**src/rtl/keypad_pkg.sv**
```systemverilog
// Shared types and constants for the 4x4 matrix keypad scanner.
//   NUM_ROWS / NUM_COLS : keypad matrix size
//   state_e             : debounce FSM states
//   frame_res_e         : classification of one full scan frame
//   key_code_t          : 4-bit key code, row_idx*4 + col_idx
//   sat_hits()          : hit counter add, saturating at 2
package keypad_pkg;

  localparam int NUM_ROWS = 4;
  localparam int NUM_COLS = 4;
  localparam int ROW_W    = 2;
  localparam int COL_W    = 2;

  typedef logic [ROW_W+COL_W-1:0] key_code_t;

  typedef enum logic [1:0] {
    IDLE,
    CAND,
    PRESSED,
    RELEASE
  } state_e;

  typedef enum logic [1:0] {
    NONE,
    SINGLE,
    MULTI
  } frame_res_e;

  // Only "zero / one / more than one" matters, so the sum is clamped at 2.
  function automatic logic [1:0] sat_hits(input logic [1:0] acc, input logic [2:0] add);
    logic [2:0] sum;
    sum = {1'b0, acc} + add;
    return (sum >= 3'd2) ? 2'd2 : sum[1:0];
  endfunction

endpackage

```
**src/rtl/keypad_if.sv**
```systemverilog
// Keypad pin and key-event bundle.
//   row       : row drive, active-low, one row low at a time
//   col       : column sense, active-low, pulled up on the board
//   key_code  : code of the last accepted key
//   key_valid : one-cycle pulse per accepted (or repeated) key
//   key_down  : high while the accepted key is held
// Modport master is the scanner side; slave is the board/user side.
interface keypad_if;
  import keypad_pkg::*;

  logic [NUM_ROWS-1:0] row;
  logic [NUM_COLS-1:0] col;
  key_code_t           key_code;
  logic                key_valid;
  logic                key_down;

  modport master (output row, key_code, key_valid, key_down, input col);
  modport slave  (input row, key_code, key_valid, key_down, output col);
endinterface

```
**src/rtl/keypad_debounce.sv**
```systemverilog
// Frame-level debounce FSM for the keypad scanner.
// Consumes one classified frame per frame_tick and turns stable presses
// into key events.
//   clk, rst   : clock, synchronous active-high reset
//   frame_tick : one-cycle strobe at the end of each scan frame
//   result     : frame classification (NONE / SINGLE / MULTI)
//   code       : key code of the first hit in the frame
//   key_code   : last accepted key code (held after release)
//   key_valid  : pulse the cycle after the accepting frame end
//   key_down   : high from accept until release is debounced
// Optional feature: define KEY_REPEAT_EN for auto-repeat pulses while held.
module keypad_debounce
  import keypad_pkg::*;
#(
  parameter int DEBOUNCE_SCANS = 4,
  parameter int REPEAT_DELAY   = 125,
  parameter int REPEAT_RATE    = 25
) (
  input  logic       clk,
  input  logic       rst,
  input  logic       frame_tick,
  input  frame_res_e result,
  input  key_code_t  code,
  output key_code_t  key_code,
  output logic       key_valid,
  output logic       key_down
);

  localparam int CNT_W = $clog2(DEBOUNCE_SCANS + 1);

  if (DEBOUNCE_SCANS < 1 || REPEAT_DELAY < 1 || REPEAT_RATE < 1) begin : g_bad_cfg
    $error("keypad_debounce: DEBOUNCE_SCANS, REPEAT_DELAY and REPEAT_RATE must be >= 1");
  end

  state_e           state, state_n;
  logic [CNT_W-1:0] cnt, cnt_n;
  key_code_t        cand, cand_n;
  logic             accept, release_done, rep_fire;

  always_ff @(posedge clk) begin
    if (rst) begin
      state <= IDLE;
      cnt   <= '0;
      cand  <= '0;
    end else begin
      state <= state_n;
      cnt   <= cnt_n;
      cand  <= cand_n;
    end
  end

  // Transitions only happen on frame_tick; between ticks everything holds.
  always_comb begin
    state_n      = state;
    cnt_n        = cnt;
    cand_n       = cand;
    accept       = 1'b0;
    release_done = 1'b0;
    if (frame_tick) begin
      case (state)
        IDLE: begin
          if (result == SINGLE) begin
            cand_n = code;
            cnt_n  = CNT_W'(1);
            if (DEBOUNCE_SCANS == 1) begin
              state_n = PRESSED;
              accept  = 1'b1;
            end else begin
              state_n = CAND;
            end
          end
        end
        CAND: begin
          if (result == SINGLE && code == cand) begin
            cnt_n = cnt + CNT_W'(1);
            if (cnt_n >= CNT_W'(DEBOUNCE_SCANS)) begin
              state_n = PRESSED;
              accept  = 1'b1;
            end
          end else if (result == SINGLE) begin
            cand_n = code;
            cnt_n  = CNT_W'(1);
          end else begin
            state_n = IDLE;
            cnt_n   = '0;
          end
        end
        PRESSED: begin
          if (result == NONE) begin
            cnt_n = CNT_W'(1);
            if (DEBOUNCE_SCANS == 1) begin
              state_n      = IDLE;
              release_done = 1'b1;
            end else begin
              state_n = RELEASE;
            end
          end
        end
        RELEASE: begin
          if (result == NONE) begin
            cnt_n = cnt + CNT_W'(1);
            if (cnt_n >= CNT_W'(DEBOUNCE_SCANS)) begin
              state_n      = IDLE;
              release_done = 1'b1;
            end
          end else begin
            state_n = PRESSED;
          end
        end
        default: state_n = IDLE;
      endcase
    end
  end

`ifdef KEY_REPEAT_EN
  localparam int REP_MAX = (REPEAT_DELAY > REPEAT_RATE) ? REPEAT_DELAY : REPEAT_RATE;
  localparam int REP_W   = $clog2(REP_MAX + 1);

  // Down-counter of frames to the next repeat. Only frames that start and
  // end in PRESSED count; RELEASE frames leave it untouched.
  logic [REP_W-1:0] rep_cnt;
  logic             rep_step;

  assign rep_step = frame_tick && state == PRESSED && state_n == PRESSED;
  assign rep_fire = rep_step && rep_cnt == REP_W'(1);

  always_ff @(posedge clk) begin
    if (rst) begin
      rep_cnt <= '0;
    end else if (accept) begin
      rep_cnt <= REP_W'(REPEAT_DELAY);
    end else if (rep_step) begin
      rep_cnt <= rep_fire ? REP_W'(REPEAT_RATE) : rep_cnt - REP_W'(1);
    end
  end
`else
  assign rep_fire = 1'b0;
`endif

  always_ff @(posedge clk) begin
    if (rst) begin
      key_code  <= '0;
      key_valid <= 1'b0;
      key_down  <= 1'b0;
    end else begin
      key_valid <= accept | rep_fire;
      if (accept) begin
        key_code <= cand_n;
        key_down <= 1'b1;
      end else if (release_done) begin
        key_down <= 1'b0;
      end
    end
  end

endmodule

```
**src/rtl/keypad_scanner.sv**
```systemverilog
// 4x4 matrix keypad scanner: drives one row low per dwell period, samples
// the synchronized columns, classifies each full frame and hands the
// result to the debounce FSM.
//   clk, rst : clock, synchronous active-high reset
//   kp       : keypad_if.master (row, col, key_code, key_valid, key_down)
// Optional feature: define KEY_REPEAT_EN for auto-repeat (see keypad_debounce).
module keypad_scanner
  import keypad_pkg::*;
#(
  parameter int SCAN_DIV       = 100_000,
  parameter int DEBOUNCE_SCANS = 4,
  parameter int REPEAT_DELAY   = 125,
  parameter int REPEAT_RATE    = 25
) (
  input logic      clk,
  input logic      rst,
  keypad_if.master kp
);

  localparam int DIV_W = (SCAN_DIV > 1) ? $clog2(SCAN_DIV) : 1;
  localparam logic [NUM_ROWS-1:0] ROW_ONE = NUM_ROWS'(1);

  logic [DIV_W-1:0]    dwell_cnt;
  logic [ROW_W-1:0]    row_idx, row_idx_next;
  logic                scan_tick, frame_tick;
  logic [NUM_COLS-1:0] col_meta, col_sync, row_hits;
  logic [1:0]          acc_hits, hits_upd;
  key_code_t           acc_code, code_upd;
  logic [2:0]          row_n;
  logic [COL_W-1:0]    low_col;
  frame_res_e          frame_res;

  // NOTE: registers use non-blocking assignments so every flop samples the
  // pre-edge value of its neighbours; blocking here would collapse the
  // two synchronizer stages into one.
  always_ff @(posedge clk) begin
    if (rst) begin
      col_meta <= '1;
      col_sync <= '1;
    end else begin
      col_meta <= kp.col;
      col_sync <= col_meta;
    end
  end

  assign scan_tick    = (dwell_cnt == DIV_W'(SCAN_DIV - 1));
  assign frame_tick   = scan_tick && (row_idx == ROW_W'(NUM_ROWS - 1));
  assign row_idx_next = row_idx + ROW_W'(1);

  always_ff @(posedge clk) begin
    if (rst) begin
      dwell_cnt <= '0;
      row_idx   <= '0;
      kp.row    <= ~ROW_ONE;
    end else if (scan_tick) begin
      dwell_cnt <= '0;
      row_idx   <= row_idx_next;
      kp.row    <= ~(ROW_ONE << row_idx_next);
    end else begin
      dwell_cnt <= dwell_cnt + DIV_W'(1);
    end
  end

  // NOTE: every signal written here gets a value before any branch, so no
  // path leaves one unassigned and no latch is inferred.
  always_comb begin
    row_hits = ~col_sync;
    row_n    = '0;
    low_col  = '0;
    // Walk from the top column down so the last hit seen is the lowest one.
    for (int c = NUM_COLS - 1; c >= 0; c--) begin
      if (row_hits[c]) begin
        row_n   = row_n + 3'd1;
        low_col = COL_W'(c);
      end
    end
    hits_upd = sat_hits(acc_hits, row_n);
    // Rows are scanned in ascending order, so the first row with a hit
    // already supplies the lowest-row code.
    code_upd = (acc_hits == 2'd0 && row_n != 3'd0) ? {row_idx, low_col} : acc_code;
    case (hits_upd)
      2'd0:    frame_res = NONE;
      2'd1:    frame_res = SINGLE;
      default: frame_res = MULTI;
    endcase
  end

  // Accumulators include the current row combinationally, so at frame end
  // the result covers all four rows and the registers clear for the next frame.
  always_ff @(posedge clk) begin
    if (rst) begin
      acc_hits <= '0;
      acc_code <= '0;
    end else if (frame_tick) begin
      acc_hits <= '0;
      acc_code <= '0;
    end else if (scan_tick) begin
      acc_hits <= hits_upd;
      acc_code <= code_upd;
    end
  end

  keypad_debounce #(
    .DEBOUNCE_SCANS(DEBOUNCE_SCANS),
    .REPEAT_DELAY  (REPEAT_DELAY),
    .REPEAT_RATE   (REPEAT_RATE)
  ) u_debounce (
    .clk       (clk),
    .rst       (rst),
    .frame_tick(frame_tick),
    .result    (frame_res),
    .code      (code_upd),
    .key_code  (kp.key_code),
    .key_valid (kp.key_valid),
    .key_down  (kp.key_down)
  );

endmodule

```
**src/flat_wrapper.sv**
```systemverilog
// flat-port wrapper written by rule: the top's interface ports become plain ports
module keypad_scanner_flat import keypad_pkg::*;
#(
  parameter int SCAN_DIV       = 100_000,
  parameter int DEBOUNCE_SCANS = 4,
  parameter int REPEAT_DELAY   = 125,
  parameter int REPEAT_RATE    = 25
)
  (clk, rst, kp_row, kp_key_code, kp_key_valid, kp_key_down, kp_col);
  keypad_if kp_i ();
  input logic clk;
  input logic rst;
  output wire logic [$bits(kp_i.row)-1:0] kp_row;
  output wire logic [$bits(kp_i.key_code)-1:0] kp_key_code;
  output wire logic [$bits(kp_i.key_valid)-1:0] kp_key_valid;
  output wire logic [$bits(kp_i.key_down)-1:0] kp_key_down;
  input wire logic [$bits(kp_i.col)-1:0] kp_col;
  assign kp_row = kp_i.row;
  assign kp_key_code = kp_i.key_code;
  assign kp_key_valid = kp_i.key_valid;
  assign kp_key_down = kp_i.key_down;
  assign kp_i.col = kp_col;
  keypad_scanner #(.SCAN_DIV(SCAN_DIV), .DEBOUNCE_SCANS(DEBOUNCE_SCANS), .REPEAT_DELAY(REPEAT_DELAY), .REPEAT_RATE(REPEAT_RATE)) u_core (.clk(clk), .rst(rst), .kp(kp_i));
endmodule
```
**config.mk**
```make
export PLATFORM = sky130hd
export DESIGN_NAME = keypad_scanner_flat
export DESIGN_NICKNAME = d
export VERILOG_FILES = /design/src/rtl/keypad_pkg.sv /design/src/rtl/keypad_if.sv /design/src/rtl/keypad_debounce.sv /design/src/rtl/keypad_scanner.sv /design/src/flat_wrapper.sv
export SDC_FILE = /design/constraint.sdc
export NUM_CORES = 1
export LEC_CHECK = 0
export BUFFER_PORTS_ARGS = -buffer_cell sky130_fd_sc_hd__buf_2
export CAP_MARGIN = 20
export CELL_PAD_IN_SITES_DETAIL_PLACEMENT = 1
export CELL_PAD_IN_SITES_GLOBAL_PLACEMENT = 1
export CORE_ASPECT_RATIO = 1.2
export CORE_MARGIN = 4
export CORE_UTILIZATION = 50
export CTS_CLUSTER_SIZE = 28
export DETAILED_ROUTE_END_ITERATION = 8
export PLACE_DENSITY = 0.87
export SKIP_CTS_REPAIR_TIMING = 1
export SLEW_MARGIN = 25
export SYNTH_ARGS = -nofsm -noshare
export SYNTH_HDL_FRONTEND = slang
export SYNTH_SLANG_ARGS = --single-unit
export TNS_END_PERCENT = 5
```
**constraint.sdc**
```tcl
create_clock -name clk -period 6.7 [get_ports clk]
set_input_delay 1.675 -clock clk [delete_from_list [all_inputs] [get_ports clk]]
set_output_delay 1.675 -clock clk [all_outputs]
set_load 0.05 [all_outputs]
```
==> results.cfg <==
[worst_setup_path]
crit_type = flip-flop to flip-flop
max_stage_delay_ns = 0.49
cp.depth = 13
crit_family = adder cells
cp.arrival_ns = 4.25
reg2reg_depth = 13
slowest_stage = or3b_2
worstPathCellList = inv_1, ha_1, xnor2_1, ha_1, nor2_1, a31oi_1, fa_1, xnor3_1, or3b_2, a22oi_1, and2_1, nand4b_1, a221oi_1
r2r_start = u_core.col_sync[2]
critPathRequiredTime_ns = 6.91
crit_top_cell = ha_1
timing.critical_path.buf_inv = 1
end_kind = flip-flop
critPathMaxFanout = 6
worstSetupStartpointType = flip-flop
worstSetupStartpoint = u_core.col_sync[2]

[pwr]
p_per_area_nw_per_um2 = 186
power.switching_uw = 131
switching_share = 0.242
pwr-share-clk = 0.338
internal_power_uw = 412
pwr-share-seq = 0.582
combinationalPowerShare = 0.080
vdd_drop_max_v = 0.000147
leakagePower_uw = 0.00111

[sta]
maxSlewViolCount = 0
period_share = 0.602
finalClockSkew_ns = 0.00719
relSlewSlack = 0.569
tightest_slew_ns = 0.640
grt_setup_unrepaired = no
finalSetupViolCount = 0
finalSetupTns_ns = 0
period_minus_slack_ns = 4.03
finalHoldViolCount = 0
fmax_ghz = 0.248

[synth]
synth_nets = 329
synth_flop_cell = dfxtp_1
synth_compound_area_frac = 0.107
yosysTopAreaCellShare = 0.385
synth_area_leaders = dfxtp_1 (39%), ha_1 (6.0%), nor2_1 (5.0%)
synth-seq-cells = 52
synth_xor_area_frac = 0.0732
syn_area_um2 = 2700
ys_types = 51
synth_edf_count = 0
synth_top_family_by_area = simple AND/OR/NAND/NOR gates
synth.most_common_cell = dfxtp_1
synth_simple_gate_area_frac = 0.297
synthAdderAreaFrac = 0.0676
synthCells = 309
synthMuxAreaShare = 0.0361
netlist_top_cells_count = dfxtp_1 (52), nor2_1 (36), nand2_1 (21), nand3_1 (14)
ys_seq_area_frac = 0.385
synthArstFlopShare = 0
synth_area_leader_cell = dfxtp_1
avgSynthCellArea_um2 = 8.74
synth_warnings = 0

[drt]
wl_mm = 6.30
drc = 0
drt_iter0_markers = 52
ant_nets = 0
firstDrtPassIters = 4
vias_per_cell = 5.86
vias = 2245
routedWlPerCell_um = 16.5

[clocking]
cts_root_buf = clkbuf_8
cts_tree = built
htreeDepth = 2
clockBufferDepth = 2
clk_pin_slew_ns = 0.09
numCtsBuffers = 5
cts.sinks = 52
clk_latency_ns = 0.31

[placed_design]
hpwl_mm = 4.67
placedCellCount = 375
gp_congestion = 0.848
post_dp_cell_area_um2 = 2820
numPortBuffers = 15

[cells_and_area]
layout.cells.non_filler = 383
layout.nets = 340
drive_above_1_share = 0.128
area_growth_pct = 7.87
final_cell_area_um2 = 2910
n_fill_cell = 640
antennaDiodeCount = 0

[global_route]
met3_usage = 0.0295
first_global_vias = 2313
grt.busiest_layer = met2
gr-total-overflow = 0
grt_max_degree = 32
grt_use_met1 = 0.235
grt_util_all_layers = 0.209
met2_usage = 0.383
grt_pass1_wl_mm = 10.8
grt_antenna_before_repair = 0

[hold_path]
min_path_cells = 1
hp-class = flip-flop to flip-flop
min_from = u_core.col_meta[0]

[die]
die_y_um = 88.5
core.rowCount = 29
coreArea_um2 = 5260
start_util = 0.513
die_width_um = 75.1
fp.dieArea_um2 = 6650
ios = 16

[run_status]
outcome = complete, no violations

[flow_run]
maxCapViolCount = 0
==> worst paths after layout <==
kind,end,slack (ns)
max,u_core.u_debounce.cnt[2],2.67
min,u_core.col_sync[0],0.42
max reg2reg,u_core.u_debounce.cnt[2],2.67
min reg2reg,u_core.col_sync[0],0.42
==> state kept, by name, indices dropped and copies added (netlist names), 3 cells and up <==
register,count
u_core.u_debounce.cnt,3
u_core.dwell_cnt,17
u_core.kp.row,4
u_core.u_debounce.cand,4
u_core.col_sync,4
u_core.col_meta,4
u_core.u_debounce.key_code,4
u_core.acc_code,4
==> cell families (layout without fill, tap and decap cells) <==
family / after synthesis / in the layout
AOI/OAI and AO/OA: 45 / 45
xor gates and xnor gates: 21 / 21
adders and majority gates: 14 / 14
buffers and inverters: 24 / 36
DFF: 52 / 52
muxes: 8 / 8
and+or+nand+nor: 145 / 145
==> stage by stage <==
stage / hold WS, ns / worst slack [ns] / power [uW] / util
after CTS: 0.422 / 2.68 / 546 / 0.554
after floorplan: 0.389 / 3.06 / 354 / -
after global placement: 0.398 / 2.92 / 364 / 0.536
final: 0.420 / 2.67 / 543 / 0.554
after detailed placement: 0.400 / 2.69 / 366 / 0.536
after global routing: 0.438 / 2.46 / 568 / 0.554
==> layout make-up <==
type / count / area (um^2) / share of cell area
clock buffer: 6 / 82.6 / 0.0283
inverter: 12 / 45.0 / 0.0155
multi-input combinational: 233 / 1580 / 0.541
timing repair buffer: 16 / 82.6 / 0.0283
clock inverter: 2 / 10.0 / 0.00343
tap: 62 / 77.6 / 0.0266
sequential: 52 / 1040 / 0.357
==> cell usage in the layout, fill, tap and decap left out, types with 4 or more instances in the layout <==
| master | instances |
|---|---|
| ha_1 | 13 |
| nor2b_1 | 9 |
| inv_1 | 11 |
| nor3_1 | 5 |
| mux2_1 | 4 |
| a211oi_1 | 6 |
| a21oi_1 | 12 |
| o21ai_0 | 13 |
| nand2b_1 | 6 |
| and3_1 | 9 |
| clkbuf_8 | 6 |
| buf_2 | 15 |
| nand2_1 | 21 |
| xnor2_1 | 12 |
| dfxtp_1 | 52 |
| xor2_1 | 8 |
| nor2_1 | 36 |
| or2_2 | 11 |
| and2_1 | 4 |
| nand3_1 | 14 |
| nand4_1 | 8 |
==> metal layers <==
layer  wire length, um  vias to the layer above
li1                  -                     1098
met1              2740                     1112
met3               117                       13
met4               140                        0
met5                 0                        -
met2              3310                       22
==> power groups by stage <==
stage | Clock, uW | Combinational [uW] | Sequential, uW
5_1_grt | 203 | 48.0 | 317
3_3_place_gp | 0 | 40.7 | 323
6_report | 184 | 43.2 | 316
2_1_floorplan | 0 | 32.1 | 322
4_1_cts | 186 | 43.1 | 316
3_5_place_dp | 0 | 42.4 | 323
Power figures use the tool's default switching activity.
